--- config.mk ---
export PLATFORM = sky130hd
export DESIGN_NAME = fetch_sequencer_rv32i
export DESIGN_NICKNAME = d
export VERILOG_FILES = /design/src/rtl/rv32i_pkg.sv /design/src/rtl/fetch_pc_reg.sv /design/src/rtl/fetch_sequencer_rv32i.sv
export SDC_FILE = /design/constraint.sdc
export NUM_CORES = 1
export LEC_CHECK = 0
export ABC_AREA = 0
export CAP_MARGIN = 20
export CORE_MARGIN = 8
export CORE_UTILIZATION = 26
export CTS_CLUSTER_DIAMETER = 30
export DETAILED_ROUTE_END_ITERATION = 8
export PLACE_DENSITY_LB_ADDON = 0.05
export SLEW_MARGIN = 10
export SYNTH_ARGS = -nofsm -noshare
export SYNTH_HDL_FRONTEND = slang
export SYNTH_HIERARCHICAL = 1
export SYNTH_SLANG_ARGS = --single-unit
--- constraint.sdc ---
create_clock -name clk -period 2.4 [get_ports clk]
set_clock_uncertainty 0.1 [all_clocks]
set_input_delay 0.6 -clock clk [delete_from_list [all_inputs] [get_ports clk]]
set_output_delay 0.6 -clock clk [all_outputs]
set_load 0.02 [all_outputs]
--- src/rtl/rv32i_pkg.sv ---
`default_nettype none
// ============================================================================
//  Module      : rv32i_pkg
//  Description : Shared types and constants for the RV32I fetch front end.
//  Revision    : 1.0 - initial release
// ============================================================================
package rv32i_pkg;

    // Fetch controller state encoding
    typedef enum logic [1:0] {
        BOOT  = 2'd0,
        FETCH = 2'd1,
        HOLD  = 2'd2,
        TRAP  = 2'd3
    } fetch_state_e;

    // Size of one RV32I instruction in bytes (PC increment)
    localparam int unsigned INST_BYTES = 4;

    // Canonical RV32I no-op (addi x0, x0, 0)
    localparam logic [31:0] NOP = 32'h0000_0013;

endpackage
`default_nettype wire

--- src/rtl/fetch_pc_reg.sv ---
`default_nettype none
// ============================================================================
//  Module      : fetch_pc_reg
//  Description : 32-bit program counter register with load enable and
//                asynchronous active-low reset to the reset vector.
//  Revision    : 1.0 - initial release
// ============================================================================
module fetch_pc_reg #(
    parameter logic [31:0] RESET_VECTOR = 32'h0000_0000
) (
    input  logic        clk,
    input  logic        rst_n,
    input  logic        load_en,
    input  logic [31:0] pc_d,
    output logic [31:0] pc_q
);

    // PC holds its value unless the fetch controller requests a load
    always_ff @(posedge clk or negedge rst_n) begin
        if (!rst_n) begin
            pc_q <= RESET_VECTOR;
        end else if (load_en) begin
            pc_q <= pc_d;
        end
    end

endmodule
`default_nettype wire

--- src/rtl/fetch_sequencer_rv32i.sv ---
`default_nettype none
// ============================================================================
//  Module      : fetch_sequencer_rv32i
//  Description : RV32I fetch controller. Owns the PC, issues imem requests
//                over a req/ready handshake, holds each fetched word until
//                decode acknowledges it, applies execute redirects and traps
//                on a misaligned redirect target.
//  Revision    : 1.0 - initial release
// ============================================================================
module fetch_sequencer_rv32i
    import rv32i_pkg::*;
#(
    parameter logic [31:0] RESET_VECTOR = 32'h0000_0000,
    parameter int          COUNT_W      = 32
) (
    input  logic               clk,
    input  logic               reset,
    output logic               imem_req,
    output logic [31:0]        imem_addr,
    input  logic               imem_ready,
    input  logic [31:0]        imem_rdata,
    output logic               inst_valid,
    output logic [31:0]        inst,
    output logic [31:0]        inst_pc,
    input  logic               inst_ack,
    input  logic               redirect_valid,
    input  logic [31:0]        redirect_pc,
    output logic               misalign_trap,
    output logic [COUNT_W-1:0] fetch_count
);

    fetch_state_e        state_q, state_d;
    logic                pending_q, pending_d;
    logic [31:0]         pending_pc_q, pending_pc_d;
    logic [31:0]         inst_q, inst_d;
    logic [31:0]         inst_pc_q, inst_pc_d;
    logic                trap_q, trap_d;
    logic [COUNT_W-1:0]  count_q, count_d;

    logic                pc_load;
    logic [31:0]         pc_next;
    logic [31:0]         pc_q;
    logic                misaligned;

    assign misaligned = (redirect_pc[1:0] != 2'b00);

    fetch_pc_reg #(
        .RESET_VECTOR (RESET_VECTOR)
    ) u_pc_reg (
        .clk     (clk),
        .rst_n   (reset),
        .load_en (pc_load),
        .pc_d    (pc_next),
        .pc_q    (pc_q)
    );

    // Control state, pending redirect, held instruction and retire counter
    always_ff @(posedge clk or negedge reset) begin
        if (!reset) begin
            state_q      <= BOOT;
            pending_q    <= 1'b0;
            pending_pc_q <= 32'h0;
            inst_q       <= 32'h0;
            inst_pc_q    <= 32'h0;
            trap_q       <= 1'b0;
            count_q      <= '0;
        end else begin
            state_q      <= state_d;
            pending_q    <= pending_d;
            pending_pc_q <= pending_pc_d;
            inst_q       <= inst_d;
            inst_pc_q    <= inst_pc_d;
            trap_q       <= trap_d;
            count_q      <= count_d;
        end
    end

    // Next-state logic; a redirect outranks both imem_ready and inst_ack
    always_comb begin
        state_d      = state_q;
        pending_d    = pending_q;
        pending_pc_d = pending_pc_q;
        inst_d       = inst_q;
        inst_pc_d    = inst_pc_q;
        trap_d       = trap_q;
        count_d      = count_q;
        pc_load      = 1'b0;
        pc_next      = pc_q;

        if ((state_q != TRAP) && redirect_valid && misaligned) begin
            // A bad target kills whatever is held or in flight
            state_d   = TRAP;
            trap_d    = 1'b1;
            pending_d = 1'b0;
        end else begin
            case (state_q)
                BOOT: begin
                    state_d = FETCH;
                    if (redirect_valid) begin
                        pc_load = 1'b1;
                        pc_next = redirect_pc;
                    end
                end

                FETCH: begin
                    if (redirect_valid) begin
                        if (imem_ready) begin
                            // Response for the old PC is discarded
                            pc_load   = 1'b1;
                            pc_next   = redirect_pc;
                            pending_d = 1'b0;
                        end else begin
                            // Address must stay stable until the handshake;
                            // remember the target, last redirect wins
                            pending_d    = 1'b1;
                            pending_pc_d = redirect_pc;
                        end
                    end else if (imem_ready) begin
                        if (pending_q) begin
                            pc_load   = 1'b1;
                            pc_next   = pending_pc_q;
                            pending_d = 1'b0;
                        end else begin
                            inst_d    = imem_rdata;
                            inst_pc_d = pc_q;
                            state_d   = HOLD;
                        end
                    end
                end

                HOLD: begin
                    if (redirect_valid) begin
                        pc_load = 1'b1;
                        pc_next = redirect_pc;
                        state_d = FETCH;
                    end else if (inst_ack) begin
                        pc_load = 1'b1;
                        pc_next = pc_q + 32'(INST_BYTES);
                        count_d = count_q + COUNT_W'(1);
                        state_d = FETCH;
                    end
                end

                default: begin
                    // TRAP: only reset leaves this state
                    state_d = TRAP;
                end
            endcase
        end
    end

    assign imem_req      = (state_q == FETCH);
    assign imem_addr     = pc_q;
    assign inst_valid    = (state_q == HOLD);
    assign inst          = inst_q;
    assign inst_pc       = inst_pc_q;
    assign misalign_trap = trap_q;
    assign fetch_count   = count_q;

endmodule
`default_nettype wire

# After elaboration in Yosys (flattened, before gate mapping)
# Cells that the tools add are included.
# classes
order_cmp	0
multipliers	0
bitwise	4
addsub	2
div_mod_pow	0
n_reduce_logical	13
shifts	0
n_eq_ne	11
mux	29
# op_table
operator	count
2-to-1 mux 32 bit	7
one-hot mux 32 bit (3 select lines)	1
adder 32 x 1 -> 32 bit (second input constant)	1
adder 32 x 3 -> 32 bit (second input constant)	1
2-to-1 mux 1 bit	13
2-to-1 mux 2 bit	6
AND reduction 4 bit	3
!= test 3 x 1 -> 1 bit (second input constant)	3
AND reduction 7 bit	1
!= test 3 x 2 -> 1 bit (second input constant)	2
one-hot mux 2 bit (3 select lines)	1
nonzero test 3 bit	2
AND reduction 5 bit	1
!= test 2 bit (second input constant)	2
!= test 4 x 1 -> 1 bit (second input constant)	1
NOT 1 bit	4
nonzero test 2 bit	2
one-hot mux 1 bit (3 select lines)	1
equality test 2 x 1 -> 1 bit (second input constant)	1
equality test 2 bit (second input constant)	1
logical AND 1 bit	2
zero test 2 bit	1
!= test 2 x 1 -> 1 bit (second input constant)	1
AND reduction 2 bit	1
# totals
n_memories	0
input_bits	69
latch_bits	0
rom_bits	0
output_inout_bits	131
mem_bits_rw	0
reg_bits	164

# Logic depth before layout (Yosys ltp)
# Gate-level depths: netlist of the first run.
# depth
word_depth	6
ltp_mapped	10
ltp_nobuf	7

# By module
# The synthesis of the first run kept the hierarchy.
# by_module_without_submodules
module	cells_per_inst	area_per_inst_um2	seq_area_each_um2	n_inst
fetch_sequencer_rv32i	768	7624.8	3303.2	1
fetch_pc_reg	68	1345.0	800.8	1

# Least setup slack after synthesis of the first run
# No wires, ideal clock.
# synth_timing
path_type	in2reg
startpoint	in inst_ack
endpoint	reg u_pc_reg.pc_q[23]
cell_stages	8
required_time_ns	2.175
arrival_ns	2.270
n_path_buf	2
path_slack_ns	-0.095
cell_sequence	buf_4 > nand4_1 > or3_1 > clkbuf_1 > or4_1 > a31oi_1 > nor2_1 > mux2_4
# synth_via
elab_chain_len	5
word_cells_on_any_way	6
cone_classes	eq/ne (1); mux (4); reduce/logical (1)
# synth_rtl
element	line_no	text
start, declared	fetch_sequencer_rv32i.sv:25	input logic inst_ack,
2-to-1 mux 1 bit	fetch_sequencer_rv32i.sv:136	end else if (inst_ack) begin
2-to-1 mux 1 bit	fetch_sequencer_rv32i.sv:132	if (redirect_valid) begin
one-hot mux 1 bit (3 select lines)	fetch_sequencer_rv32i.sv:96	case (state_q)
2-to-1 mux 1 bit	fetch_sequencer_rv32i.sv:90	if ((state_q != TRAP) && redirect_valid && misaligned) begin
AND reduction 7 bit (no line) *	-	
end signal, assigned	fetch_pc_reg.sv:23	pc_q <= pc_d;
end, declared	fetch_pc_reg.sv:15	output logic [31:0] pc_q
# Mark *: on every way between the ends. The rest lies on a longest branch, timed or not.
# A chain may end at the register's enable or synchronous reset.

# Worst setup path in the final report of the first run
# Same ends and word-level chain as after synthesis.

==> results of run 1 <==
==> cell type report <==
| type | count | area (sq um) |
|---|---|---|
| sequential | 164 | 4105 |
| clock inverter | 12 | 143.9 |
| fill | 3447 | 21300 |
| clock buffer | 19 | 452.9 |
| inverter | 12 | 48.80 |
| multi-input combinational | 591 | 4506 |
| tap | 455 | 569.3 |
| timing repair buffer | 331 | 3161 |
==> path summary, 6_finish.rpt <==
check                                    end  slack [ps]  cells after the start
max                        u_pc_reg/pc_q[23]          40                      7
min                            misalign_trap         360                      1
max reg2reg                u_pc_reg/pc_q[23]         110                      6
min reg2reg                    misalign_trap         360                      1
max in group asynchronous    fetch_count[10]         990                      3
min in group asynchronous        inst_pc[10]         530                      2
==> per-layer routing <==
layer  vias to the layer above  global-route usage, %  routed length [microns]
met5                         -                      0                       41
met4                         6                  4.722                      503
met3                        37                  3.972                     1614
met2                       191                  25.95                    15400
met1                      3943                  21.09                    15200
li1                       3667                      -                        -
==> cell families (layout without fill, tap and decap cells) <==
kind of cell	count (synthesis)	in the layout
flip-flops	164	164
XOR/XNOR	39	39
AO/OA/AOI/OAI	212	212
buffers and inverters	81	374
multiplexers	136	136
adder cells (fa/ha/maj)	2	2
AND/OR/NAND/NOR	202	202
==> synthesized netlist by cell type (6+ instances only) <==
| master | count |
|---|---|
| nand3_1 | 28 |
| nand2_1 | 52 |
| nor2_1 | 45 |
| mux2i_1 | 7 |
| xnor2_1 | 24 |
| o221ai_1 | 14 |
| a22oi_1 | 15 |
| a211oi_1 | 6 |
| dfrtp_1 | 164 |
| a31oi_1 | 11 |
| nand4_1 | 17 |
| nand2b_1 | 6 |
| clkbuf_1 | 37 |
| o211ai_1 | 8 |
| o21ai_0 | 40 |
| mux2_4 | 30 |
| nor3_1 | 12 |
| a21oi_1 | 36 |
| xor2_1 | 15 |
| mux2_2 | 99 |
| buf_4 | 6 |
| and3_1 | 9 |
| buf_1 | 10 |
| inv_1 | 11 |
| o22ai_1 | 27 |
| buf_2 | 11 |
==> power breakdown <==
group / leakage, uW / internal (uW) / switching [uW]
clock network: 0.000283 / 1600 / 1290
logic: 0.00310 / 804 / 791
registers: 0.00222 / 2970 / 140
==> registers in the layout (all words and copies together) (netlist names) <==
| register | count |
|---|---|
| state_q | 2 |
| pending_pc_q | 32 |
| u_pc_reg/pc_q | 32 |
| inst | 32 |
| inst_pc | 32 |
| fetch_count | 32 |
| pending_q | 1 |
| misalign_trap | 1 |
==> timing repair <==
action,in CTS,in global routing
endpoints found under the setup margin,10,20
pin swaps,0,8
hold buffers,1,0
endpoints found under the hold margin,27,0
buffers inserted,0,5
resized for setup,12,14
==> per-stage QoR <==
stage	power, uW	cell area [sq um]	worst slack (ps)
2_1_floorplan	3944	8977	-5.971
6_report	7600	12990	36.25
4_1_cts	7726	12900	5.988
3_5_place_dp	4791	12290	-509.9
3_3_place_gp	4789	12290	-486.4
5_1_grt	7966	12990	2.730
==> impl_metrics.json, run 1 <==
{
  "port_buffers": 199,
  "tightest_slew_ps": 968.2,
  "yosysTopAreaCellShare_pct": 45.75,
  "cts_root_buf": "clkbuf_16",
  "powerDensity_nw_per_um2": 585.2,
  "fp.dieH_microns": 201.7,
  "clkSlewWorstSetupHoldPaths_ps": 70,
  "cts_max_path_buffers": 2,
  "crit_path_max_fanout": 7,
  "reg2reg_from": "u_pc_reg/pc_q[16]",
  "finalCriticalPeriod_ps": 2364,
  "viasPerCell": 4.952,
  "synth_top_area_cell": "dfrtp_1",
  "dp_hpwl_mm": 23.68,
  "clk_latency_ps": 450,
  "synth_xor_area_share_pct": 3.808,
  "cp_num_buf_inv": 1,
  "grt_max_degree": 56,
  "max_freq_ghz": 0.4231,
  "wl_per_cell_microns": 20.68,
  "mostFrequentLayoutCells": "clkdlybuf4s50_1 (185), dfrtp_1 (163), buf_4 (114), mux2_2 (99), nand2_1 (52)",
  "die_area_sq_um": 40700,
  "maxSlewHeadroom_pct": 34.96,
  "critPathKind": "input pin to register",
  "hold_violations": 0,
  "cp-end-kind": "register",
  "critPathLaunch": "inst_ack",
  "grt_setup_unrepaired": "no",
  "core_region_area_sq_um": 34290,
  "holdCritPathClass": "register to register",
  "dp_cells": 1547,
  "drt_iter0_markers": 382,
  "stdcell_count": 1584,
  "antenna_found_initial": 3,
  "syn_area_per_cell_sq_um": 10.73,
  "floorplan.rows": 68,
  "synth_flop_cell": "dfrtp_1",
  "first_pass_iters": 5,
  "netlist_instances": 836,
  "nNetsFinal": 1188,
  "status": "complete, no violations",
  "async_flop_share_pct": 100.0,
  "finish.utilization_pct": 37.87,
  "synth_mux_area_share_pct": 18.23,
  "boundaryPins": 200,
  "place_congestion": 0.7946,
  "overflow": 0,
  "synthAdderAreaFrac_pct": 0.2790,
  "cp_slowest_cell": "clkdlybuf4s50_1",
  "yosys_warnings": 6,
  "syn_to_final_growth_pct": 44.78,
  "synthSimpleGateAreaFrac_pct": 11.45,
  "ant_nets": 0,
  "ys_ff_latch": 164,
  "start_kind": "input pin",
  "crit_path_cell_trace": "clkdlybuf4s50_1 -> nand4_1 -> or3_4 -> or4_4 -> a31oi_2 -> nor2_1 -> mux2_4",
  "grtUsageTotal_pct": 16.11,
  "synthesis.nets": 907,
  "cpPeakStageDelay_ps": 500,
  "drv_cap": 0,
  "period_share_pct": 98.49,
  "die_w_microns": 201.7,
  "synth_compound_area_share_pct": 15.97,
  "cts-buffers-inserted": 17,
  "crit_required_ps": 2640,
  "antennaDiodeCount": 0,
  "seq_area_frac_synth_pct": 45.75,
  "setup_tns_ps": 0,
  "setup_viol": 0,
  "drc": 0,
  "layout-drive-gt1-share_pct": 28.26,
  "slew_viol_final": 0,
  "cts_max_level": 4,
  "grt_pass1_vias": 8229,
  "arrival_ps": 2600,
  "synthDistinctLibCells": 72,
  "clkSinkCount": 164,
  "synth_top_family_by_area": "multiplexers",
  "synth_area_leaders": "dfrtp_1 (46%), mux2_2 (12%), mux2_4 (5.0%)",
  "hold_slack_ps": 361.4,
  "netlist_area_sq_um": 8970,
  "hold_start": "misalign_trap",
  "grt_pass1_wl_mm": 51.21,
  "cts_tree": "yes",
  "crit_family": "simple AND/OR/NAND/NOR gates",
  "irDropWorstVdd_uv": 461.7,
  "start_util_pct": 26.16,
  "synth_edf_count": 0,
  "final_common_cell": "clkdlybuf4s50_1",
  "p_leak_uw": 0.005607,
  "wl_mm": 32.76,
  "dr_total_vias": 7844
}
Power figures use the tool's default switching activity.
==> run 2: changes to the inputs <==
HOLD_SLACK_MARGIN = 0.1   (was not set)
==> results of run 2 <==
The final DEF is identical to that of run 1; final timing and power are the same.
